--- config.mk ---
export PLATFORM = sky130hd
export DESIGN_NAME = instruction_cache_flat
export DESIGN_NICKNAME = d
export VERILOG_FILES = /design/src/rtl/instruction_cache_if.sv /design/src/rtl/instruction_cache.sv /design/src/flat_wrapper.sv
export SDC_FILE = /design/constraint.sdc
export NUM_CORES = 2
export LEC_CHECK = 0
export ABC_CLOCK_PERIOD_IN_PS = 5800
export CAP_MARGIN = 30
export CORE_ASPECT_RATIO = 1.75
export CORE_MARGIN = 5
export CORE_UTILIZATION = 50
export DETAILED_ROUTE_END_ITERATION = 10
export GPL_TIMING_DRIVEN = 1
export PLACE_DENSITY = 0.7
export SLEW_MARGIN = 30
export SYNTH_ARGS = -nofsm -noshare
export SYNTH_HDL_FRONTEND = slang
export SYNTH_SLANG_ARGS = --single-unit
--- constraint.sdc ---
create_clock -name clk -period 5.8 [get_ports clk]
set_input_delay 1.16 -clock clk [delete_from_list [all_inputs] [get_ports clk]]
set_output_delay 1.16 -clock clk [all_outputs]
set_load 0.01 [all_outputs]
--- src/rtl/instruction_cache_if.sv ---
// DDR read port between the instruction cache (master) and the DDR controller (slave).
// One request is outstanding at a time; ddr_addr is a byte address.
`timescale 1ns/1ps
interface instruction_cache_if #(
  parameter int DDR_ADDR_WIDTH = 28,
  parameter int INS_WIDTH      = 64
);
  logic                      ddr_rd_en;
  logic [DDR_ADDR_WIDTH-1:0] ddr_addr;
  logic                      ddr_rdy;
  logic [INS_WIDTH-1:0]      ddr_rd_data;
  logic                      ddr_rd_data_valid;

  modport master (
    output ddr_rd_en, ddr_addr,
    input  ddr_rdy, ddr_rd_data, ddr_rd_data_valid
  );

  modport slave (
    input  ddr_rd_en, ddr_addr,
    output ddr_rdy, ddr_rd_data, ddr_rd_data_valid
  );
endinterface

--- src/rtl/instruction_cache.sv ---
// Block-based instruction cache: loads ISA_DEPTH instructions of one program block from DDR,
// then serves instructions from that block with one-cycle latency until the PC leaves it.
`timescale 1ns/1ps
module instruction_cache #(
  parameter int ADDR_WIDTH_MEM  = 16,
  parameter int ISA_DEPTH       = 64,
  parameter int TOTAL_ISA_DEPTH = 128,
  parameter int DDR_ADDR_WIDTH  = 28,
  parameter int INS_WIDTH       = 64,
  parameter int ISA_BASE_ADDR   = 0
) (
  input  logic                      clk,
  input  logic                      rst,
  input  logic [ADDR_WIDTH_MEM-1:0] addr_ins,
  output logic                      ins_cache_rdy,
  output logic [3:0]                st_cur_ins_cache,
  output logic [9:0]                load_times,
  output logic [INS_WIDTH-1:0]      ins_out,
  output logic                      ins_valid,
  instruction_cache_if.master       ddr
);
  localparam int LG = $clog2(ISA_DEPTH);

  // state    | meaning
  // START    | after reset, kick off load of block 0
  // LOAD_INS | fetching ISA_DEPTH words of target block, one read outstanding
  // SENT_INS | block resident, serving instructions in its window
  typedef enum logic [3:0] {START = 4'd1, LOAD_INS = 4'd2, SENT_INS = 4'd3} state_t;

  state_t                    state_q, state_d;
  logic [9:0]                blk_q, blk_d, load_times_q, load_times_d;
  logic [LG-1:0]             k_q, k_d;
  logic                      pend_q, pend_d, rd_en_q, rd_en_d;
  logic [DDR_ADDR_WIDTH-1:0] addr_q, addr_d;
  logic [INS_WIDTH-1:0]      ins_out_q, ins_out_d;
  logic                      ins_valid_q, ins_valid_d;
  logic [INS_WIDTH-1:0]      mem_q [ISA_DEPTH];
  logic                      mem_we;
  logic [31:0]               a_ext, win_hi, win_lo;
  logic [9:0]                new_blk;
  logic                      a_jmp, a_over, a_in_win, rd_done, last_word;

  function automatic logic [DDR_ADDR_WIDTH-1:0] word_addr(input logic [9:0] blk,
                                                          input logic [LG-1:0] k);
    logic [DDR_ADDR_WIDTH-1:0] idx;
    idx = (DDR_ADDR_WIDTH'(blk) << LG) | DDR_ADDR_WIDTH'(k);
    return DDR_ADDR_WIDTH'(ISA_BASE_ADDR) + (idx << 3);
  endfunction

  assign a_ext     = 32'(addr_ins);
  assign win_hi    = 32'(load_times_q) << LG;
  assign win_lo    = win_hi - 32'(ISA_DEPTH);
  assign a_jmp     = addr_ins[ADDR_WIDTH_MEM-1];
  assign a_over    = a_ext >= 32'(TOTAL_ISA_DEPTH);
  assign a_in_win  = (a_ext >= win_lo) && (a_ext < win_hi);
  // Sequential fall-through (addr == window end) yields block load_times here too.
  assign new_blk   = 10'(a_ext >> LG);
  assign rd_done   = pend_q && ddr.ddr_rd_data_valid;
  assign last_word = (k_q == LG'(ISA_DEPTH - 1));

  always_ff @(posedge clk or negedge rst) begin
    if (!rst) begin
      state_q      <= START;
      blk_q        <= '0;
      load_times_q <= '0;
      k_q          <= '0;
      pend_q       <= 1'b0;
      rd_en_q      <= 1'b0;
      addr_q       <= '0;
      ins_out_q    <= '0;
      ins_valid_q  <= 1'b0;
    end else begin
      state_q      <= state_d;
      blk_q        <= blk_d;
      load_times_q <= load_times_d;
      k_q          <= k_d;
      pend_q       <= pend_d;
      rd_en_q      <= rd_en_d;
      addr_q       <= addr_d;
      ins_out_q    <= ins_out_d;
      ins_valid_q  <= ins_valid_d;
    end
  end

  always_ff @(posedge clk) begin
    if (mem_we) mem_q[k_q] <= ddr.ddr_rd_data;
  end

  always_comb begin : next_state_comb
    state_d = state_q;
    case (state_q)
      START:    state_d = LOAD_INS;
      LOAD_INS: if (rd_done && last_word) state_d = SENT_INS;
      SENT_INS: if (!a_jmp && !a_over && !a_in_win) state_d = LOAD_INS;
      default:  state_d = START;
    endcase
  end

  always_comb begin : output_comb
    ins_cache_rdy = (state_q == SENT_INS);
    blk_d         = blk_q;
    k_d           = k_q;
    pend_d        = pend_q;
    rd_en_d       = rd_en_q;
    addr_d        = addr_q;
    load_times_d  = load_times_q;
    ins_out_d     = ins_out_q;
    ins_valid_d   = 1'b0;
    mem_we        = 1'b0;
    case (state_q)
      START: begin
        blk_d   = '0;
        k_d     = '0;
        pend_d  = 1'b0;
        rd_en_d = 1'b1;
        addr_d  = word_addr('0, '0);
      end
      LOAD_INS: begin
        if (rd_en_q && ddr.ddr_rdy) begin
          rd_en_d = 1'b0;
          pend_d  = 1'b1;
        end
        if (rd_done) begin
          mem_we = 1'b1;
          pend_d = 1'b0;
          k_d    = k_q + LG'(1);
          if (last_word) begin
            load_times_d = blk_q + 10'd1;
          end else begin
            rd_en_d = 1'b1;
            addr_d  = word_addr(blk_q, k_q + LG'(1));
          end
        end
      end
      SENT_INS: begin
        if (!a_jmp && !a_over) begin
          if (a_in_win) begin
            ins_out_d   = mem_q[a_ext[LG-1:0]];
            ins_valid_d = 1'b1;
          end else begin
            blk_d   = new_blk;
            k_d     = '0;
            pend_d  = 1'b0;
            rd_en_d = 1'b1;
            addr_d  = word_addr(new_blk, '0);
          end
        end
      end
      default: begin
        rd_en_d = 1'b0;
        pend_d  = 1'b0;
      end
    endcase
  end

  assign st_cur_ins_cache = state_q;
  assign load_times       = load_times_q;
  assign ins_out          = ins_out_q;
  assign ins_valid        = ins_valid_q;
  assign ddr.ddr_rd_en    = rd_en_q;
  assign ddr.ddr_addr     = addr_q;
endmodule
--- src/flat_wrapper.sv ---
// flat-port wrapper written by rule: the top's interface ports become plain ports
module instruction_cache_flat 
#(
  parameter int ADDR_WIDTH_MEM  = 16,
  parameter int ISA_DEPTH       = 64,
  parameter int TOTAL_ISA_DEPTH = 128,
  parameter int DDR_ADDR_WIDTH  = 28,
  parameter int INS_WIDTH       = 64,
  parameter int ISA_BASE_ADDR   = 0
)
  (clk, rst, addr_ins, ins_cache_rdy, st_cur_ins_cache, load_times, ins_out, ins_valid, ddr_ddr_rd_en, ddr_ddr_addr, ddr_ddr_rdy, ddr_ddr_rd_data, ddr_ddr_rd_data_valid);
  instruction_cache_if #(.DDR_ADDR_WIDTH(DDR_ADDR_WIDTH), .INS_WIDTH(INS_WIDTH)) ddr_i ();
  input  logic clk;
  input  logic rst;
  input  logic [ADDR_WIDTH_MEM-1:0] addr_ins;
  output logic ins_cache_rdy;
  output logic [3:0] st_cur_ins_cache;
  output logic [9:0] load_times;
  output logic [INS_WIDTH-1:0] ins_out;
  output logic ins_valid;
  output wire logic [$bits(ddr_i.ddr_rd_en)-1:0] ddr_ddr_rd_en;
  output wire logic [$bits(ddr_i.ddr_addr)-1:0] ddr_ddr_addr;
  input wire logic [$bits(ddr_i.ddr_rdy)-1:0] ddr_ddr_rdy;
  input wire logic [$bits(ddr_i.ddr_rd_data)-1:0] ddr_ddr_rd_data;
  input wire logic [$bits(ddr_i.ddr_rd_data_valid)-1:0] ddr_ddr_rd_data_valid;
  assign ddr_ddr_rd_en = ddr_i.ddr_rd_en;
  assign ddr_ddr_addr = ddr_i.ddr_addr;
  assign ddr_i.ddr_rdy = ddr_ddr_rdy;
  assign ddr_i.ddr_rd_data = ddr_ddr_rd_data;
  assign ddr_i.ddr_rd_data_valid = ddr_ddr_rd_data_valid;
  instruction_cache #(.ADDR_WIDTH_MEM(ADDR_WIDTH_MEM), .ISA_DEPTH(ISA_DEPTH), .TOTAL_ISA_DEPTH(TOTAL_ISA_DEPTH), .DDR_ADDR_WIDTH(DDR_ADDR_WIDTH), .INS_WIDTH(INS_WIDTH), .ISA_BASE_ADDR(ISA_BASE_ADDR)) u_core (.clk(clk), .rst(rst), .addr_ins(addr_ins), .ins_cache_rdy(ins_cache_rdy), .st_cur_ins_cache(st_cur_ins_cache), .load_times(load_times), .ins_out(ins_out), .ins_valid(ins_valid), .ddr(ddr_i));
endmodule
# After elaboration in Yosys (flattened, before gate mapping)
# Memories as Yosys holds them, arrays and structs flattened. A register that Yosys moved wholly into a read port is not among the register bits.
# Cells that the tools add are included.
[word_totals]
reg_bits = 61
latch_bits = 0
mem_bits_rw = 4096
rom_bits = 0
in_bits = 84
output_inout_bits = 109
elab_cells = 80
mem_count = 1
[mem_list]
columns = ["memory", "words", "width", "read_ports", "rd_clocked_by_memory_dff", "write_ports", "line", "rtl"]
rows = [
  ["u_core.mem_q", 64, 64, 1, 1, 1, "instruction_cache.sv:37", "logic [INS_WIDTH-1:0] mem_q [ISA_DEPTH];"],
]
[op_classes]
addsub = 3
mul = 0
div = 0
order_cmp = 3
n_eq_ne = 11
n_shift = 0
muxes = 33
bitwise = 1
reduce_logical = 20
[ops]
columns = ["cell", "count"]
rows = [
  ["$mux 28", 4],
  ["$pmux 28 s3", 1],
  ["$ge 16x32->1", 1],
  ["$mux 10", 2],
  ["$pmux 10 s2", 1],
  ["$mux 6", 3],
  ["$pmux 6 s3", 1],
  ["$sub 16x7->17 const B", 1],
  ["$ge 16x8->1 const B", 1],
  ["$lt 16x16->1", 1],
  ["$mux 1", 16],
  ["$or 16x6->16", 1],
  ["$pmux 4 s3", 1],
  ["$reduce_and 3->1", 4],
  ["$add 10x1->10 const B", 1],
  ["$eq 4x2->1 const B", 2],
  ["$mux 4", 2],
  ["$ne 2x1->1 const B", 4],
  ["$add 6x1->6 const B", 1],
  ["$eq 6x6->1 const B", 1],
  ["$logic_and 1x1->1", 6],
  ["$reduce_and 5->1", 1],
  ["$eq 4x1->1 const B", 1],
  ["$logic_not 1->1", 4],
  ["other kinds (8)", 10],
]

# Depth between registers and ports, before layout
[logic_depth]
word_depth = 7
mapped_depth = 15
ltp_nobuf = 12

# Worst setup path after synthesis
# OpenSTA, ideal clock, no wires.
[synth_timing]
path_type = "input to register"
from = "input ddr_ddr_rd_data_valid"
to = "memory u_core.mem_q[28][0], enable pin"
arrival_time_ns = 4.575
required_ns = 5.313
slack_ns = 0.738
path_stages = 4
path_buffers = 0
path_cell_list = "nand3_1 nor2_1 nand3_1 nor2_1"
[synth_via]
elab_chain_cells = 5
[synth_rtl]
columns = ["item", "line", "rtl"]
rows = [
  ["from (decl)", "flat_wrapper.sv:25", "input wire logic [$bits(ddr_i.ddr_rd_data_valid)-1:0] ddr_ddr_rd_data_valid;"],
  ["$logic_and 1x1->1", "instruction_cache.sv:58", "assign rd_done = pend_q && ddr.ddr_rd_data_valid;"],
  ["$mux 1", "instruction_cache.sv:123", "if (rd_done) begin"],
  ["$mux 1", "instruction_cache.sv:110", "case (state_q)"],
  ["$mux 1", "instruction_cache.sv:86", "if (mem_we) mem_q[k_q] <= ddr.ddr_rd_data;"],
  ["$mux 1 (implied by the code)", "instruction_cache.sv:86", ""],
  ["to (decl)", "instruction_cache.sv:37", ""],
]
# Every way passes these cells.

# Worst setup path in the final report
[layout_timing]
from = "register u_core.load_times_q[0], in the netlist u_core.load_times[0]"
to = "register u_core.ins_out_q[39], in the netlist u_core.ins_out[39], read port of u_core.mem_q"
[layout_via]
elab_chain_cells = 4
[layout_rtl]
columns = ["item", "line", "rtl"]
rows = [
  ["from (decl)", "instruction_cache.sv:31", "logic [9:0] blk_q, blk_d, load_times_q, load_times_d;"],
  ["from (signal assigned)", "instruction_cache.sv:75", "load_times_q <= load_times_d;"],
  ["$sub 16x7->17", "instruction_cache.sv:52", "assign win_lo = win_hi - 32'(ISA_DEPTH);"],
  ["$ge 16x32->1", "instruction_cache.sv:55", "assign a_in_win = (a_ext >= win_lo) && (a_ext < win_hi);"],
  ["$logic_and 1x1->1 (*)", "instruction_cache.sv:55", ""],
  ["$reduce_and 3->1 (no line) (*)", "-", ""],
  ["to (decl)", "instruction_cache.sv:35", "logic [INS_WIDTH-1:0] ins_out_q, ins_out_d;"],
]
# Mark *: on every way between the ends. The rest lies on a longest branch, timed or not.
# A chain may end at the register's enable or synchronous reset.

==> summary.txt <==
DP HPWL - 247,700 um
Peak supply drop - 0.2419 mV
Clock skew - 0.07302 ns
Port Buf Inserts - 178
Cells after Synth - 6,963
Worst Max-Slew Pin Slew - 1.041 ns
Slew HR - 30.61%
Clock Tree Buf Depth - 4
Top-count cell post-synth - edfxtp_1
GRT Residual Overflow - 0
Net Sw Power - 12.73 mW
Synthesis-stage register bit count - 4,207
Clk sinks - 4,207
Mapped Area - 0.1602 mm2
Initial Util - 50.08%
Largest family of logic cells by synthesized area - multiplexers
Crit path time final - 3.946 ns
First-pass GRT wire length - 637,300 um
Combinational share of power - 4.9%
Core Region - 0.3200 mm2
I/O pin count - 193
Hold slack - 0.2084 ns
Reg2reg end - u_core.ins_out[39]$_DFFE_PN0P_
# fillers - 22,620
Multi-input gate area - 0.03291 mm2
Crit path capture - u_core.ins_out[39]$_DFFE_PN0P_
Worst-skew pair later-pin latency - 0.94 ns
Storage cell area - 0.1258 mm2
H-tree depth - 5
Pwr per Cell Area - 333.5 mW/mm2
ANT nets after route - 0
Largest net degree at the start of global routing - 89
Drt drc - 0
Hold Violations, Final - 0
# Post-CTS Setup Buffers - 0
Synthesized area per cell - 23.01 um2
RSZ-0062 raised after global routing - no
Average wire per standard cell - 38.61 um
Yosys top cell area share - 76.76%
Drt total wl - 457,700 um
Req. time, crit path - 6.57 ns
P_leak - 56.49 nW
Synth Area in XOR/XNOR - 0.1148%
DRT Pass-1 Iters - 6
Achievable frequency - 253.4 MHz
Final nets - 7,517
Final Max Tran Viols - 0
Seq/Total Area, Yosys - 78.49%
Startpoint Class - register
Initial antenna violation count - 23
TritonCTS clock tree - done
EDFF count, synth - 4,096
R2R Setup Slk - 1.85 ns
Internal - 47.54 mW
Via count - 80,720
Root Buffer - clkbuf_16
Clock Power Share - 39.4%
Setup violations, final - 0
Max cap viols - 0
Clock slew at the register clock pins of the worst setup and hold paths - 0.07 ns
Dpl ws - 1.145 ns
Seq pwr share - 55.6%
Die ar. - 0.3324 mm2
Die Y - 758.9 um
YS warnings - 0
Worst Hold Class - input pin to asynchronous set/reset pin
Sw frac - 21.12%
Main synth FF type - edfxtp_1
Setup TNS - 0 ns
Synth Area in Simple Gates - 1.065%
Crit. Startpoint - u_core.load_times[0]$_DFFE_PN0P_
Cell taking the most area after synthesis - edfxtp_1
CTS Hold Bufs - 0
Row cnt - 275
Largest cells by area after synthesis - edfxtp_1, mux4_2, dfrtp_1, mux2i_1, a22oi_1
Final GP Congestion - 0.8499
Vias/cell - 6.810
Die width - 437.9 um
Synth Area in Compound Gates - 3.105%
Initial drt markers - 11,790
TritonCTS Buffers - 350
Part of the cycle the worst path needs - 68.03%
Top cells by count, synth - edfxtp_1, mux4_2, a22oi_1
Share of layout cells above drive strength 1 - 26.87%
Status - finished clean
Vias in the first global route - 81,240
Final WS setup - 1.854 ns
Crit path DAT - 4.72 ns
Synth unique cells - 69
Worst r2r src - u_core.load_times[0]$_DFFE_PN0P_
Worst-path fanout max - 30
Synthesis-to-finish area growth - 12.77%
Critical Path End Type - register
Fraction of registers with async set/reset - 2.638%
Util after Layout - 56.47%
Multiplexer share of the synthesized area - 15.67%
Post-Synth Adder-Cell Area - 0.1796%
Critical path type - register to register
R2R depth - 12
Tot GR Track Use - 27.35%
Post_cts resized - 0
-- power groups by stage --
stage | clock (mW) | combinational, mW | sequential [mW]
floorplan | 0 | 1.64 | 34.2
global placement | 0 | 2.88 | 34.2
detailed placement | 0 | 2.96 | 34.2
CTS | 24.0 | 2.97 | 33.5
global route | 25.3 | 3.13 | 33.5
finish | 23.8 | 2.98 | 33.5
-- sequential cells by signal, summed over array words and instances, names as in the netlist --
register,count
u_core.blk_q,10
u_core.ddr.ddr_addr,16
u_core.ddr.ddr_rd_en,1
u_core.ins_out,64
u_core.ins_valid,1
u_core.k_q,6
u_core.load_times,10
u_core.mem_q,4096
u_core.pend_q,1
u_core.st_cur_ins_cache,2
-- worst min path at each step --
stage / slack, ns / start / cells after the start / to
after CTS: 0.18 / rst / 1 / u_core.ins_out[15]$_DFFE_PN0P_
after floorplan: 0.49 / u_core.blk_q[0]$_DFFE_PN0P_ / 1 / u_core.load_times[0]$_DFFE_PN0P_
after global placement: 0.47 / u_core.ddr.ddr_addr[16]$_DFFE_PN0P_ / 1 / u_core.ddr.ddr_addr[16]$_DFFE_PN0P_
final: 0.21 / rst / 1 / u_core.ins_out[15]$_DFFE_PN0P_
after global routing: 0.20 / rst / 1 / u_core.ins_out[15]$_DFFE_PN0P_
after detailed placement: 0.49 / u_core.ddr.ddr_addr[15]$_DFFE_PN0P_ / 1 / u_core.ddr.ddr_addr[15]$_DFFE_PN0P_
-- cells in the final DEF (no fill, tap or decap), types with 59 or more instances in the layout --
master and n:
edfxtp_1 4096, mux4_2 1019, clkbuf_16 357, buf_4 249, a22oi_1 176, mux2i_1 133
a21oi_1 126, dfrtp_1 110, clkdlybuf4s50_1 108, buf_12 108, a221oi_1 92, nor2_1 88
a22o_1 85, clkbuf_1 78, mux2_2 71, nand2_1 70, nor2_4 66, o221ai_1 64
clkinv_2 59
-- metrics by stage --
stage	instance area [um2]	total power, mW	std cells
final	180700	60.27	11850
after global routing	180700	61.90	11850
after CTS	180500	60.52	11850
after detailed placement	169200	37.16	11210
after global placement	169000	37.07	11200
after floorplan	160300	35.80	6976
-- metal layers --
metal	up-vias	part of all wire, %	global-route usage, %
met2	5758	50	45.92
met1	43090	33	34.32
met4	6	6.4	14.32
li1	30670	-	-
met5	-	0.0087	0
met3	1202	10	4.974
-- worst max-delay path: stages, from the launching register on --
cell,delay (ns)
dfrtp_1,0.44
inv_1,0.11
ha_1,0.21
or4b_4,0.52
nor4_4,0.23
xnor2_1,0.11
ha_1,0.29
and4_1,0.23
a32oi_1,0.13
and2_0,0.29
nor3_2,0.40
buf_12,0.38
mux2_2,0.39
-- cell families after synthesis --
| logic type | Yosys count |
|---|---|
| DFF | 4207 |
| muxes | 1226 |
| AOI/OAI and AO/OA | 680 |
| buffers and inverters | 436 |
| and+or+nand+nor | 369 |
| adders and majority gates | 23 |
| xor gates and xnor gates | 21 |
| other | 1 |
-- layout make-up --
type | instances | share of cell area [%]
antenna | 5 | 0.006924
clock buffer | 453 | 5.243
clock inverter | 183 | 1.032
inverter | 37 | 0.07755
multi-input combinational | 2333 | 18.21
sequential | 4207 | 69.61
tap | 4155 | 2.877
timing repair buffer | 481 | 2.947
Note: power is estimated with default switching activity, not from simulation.
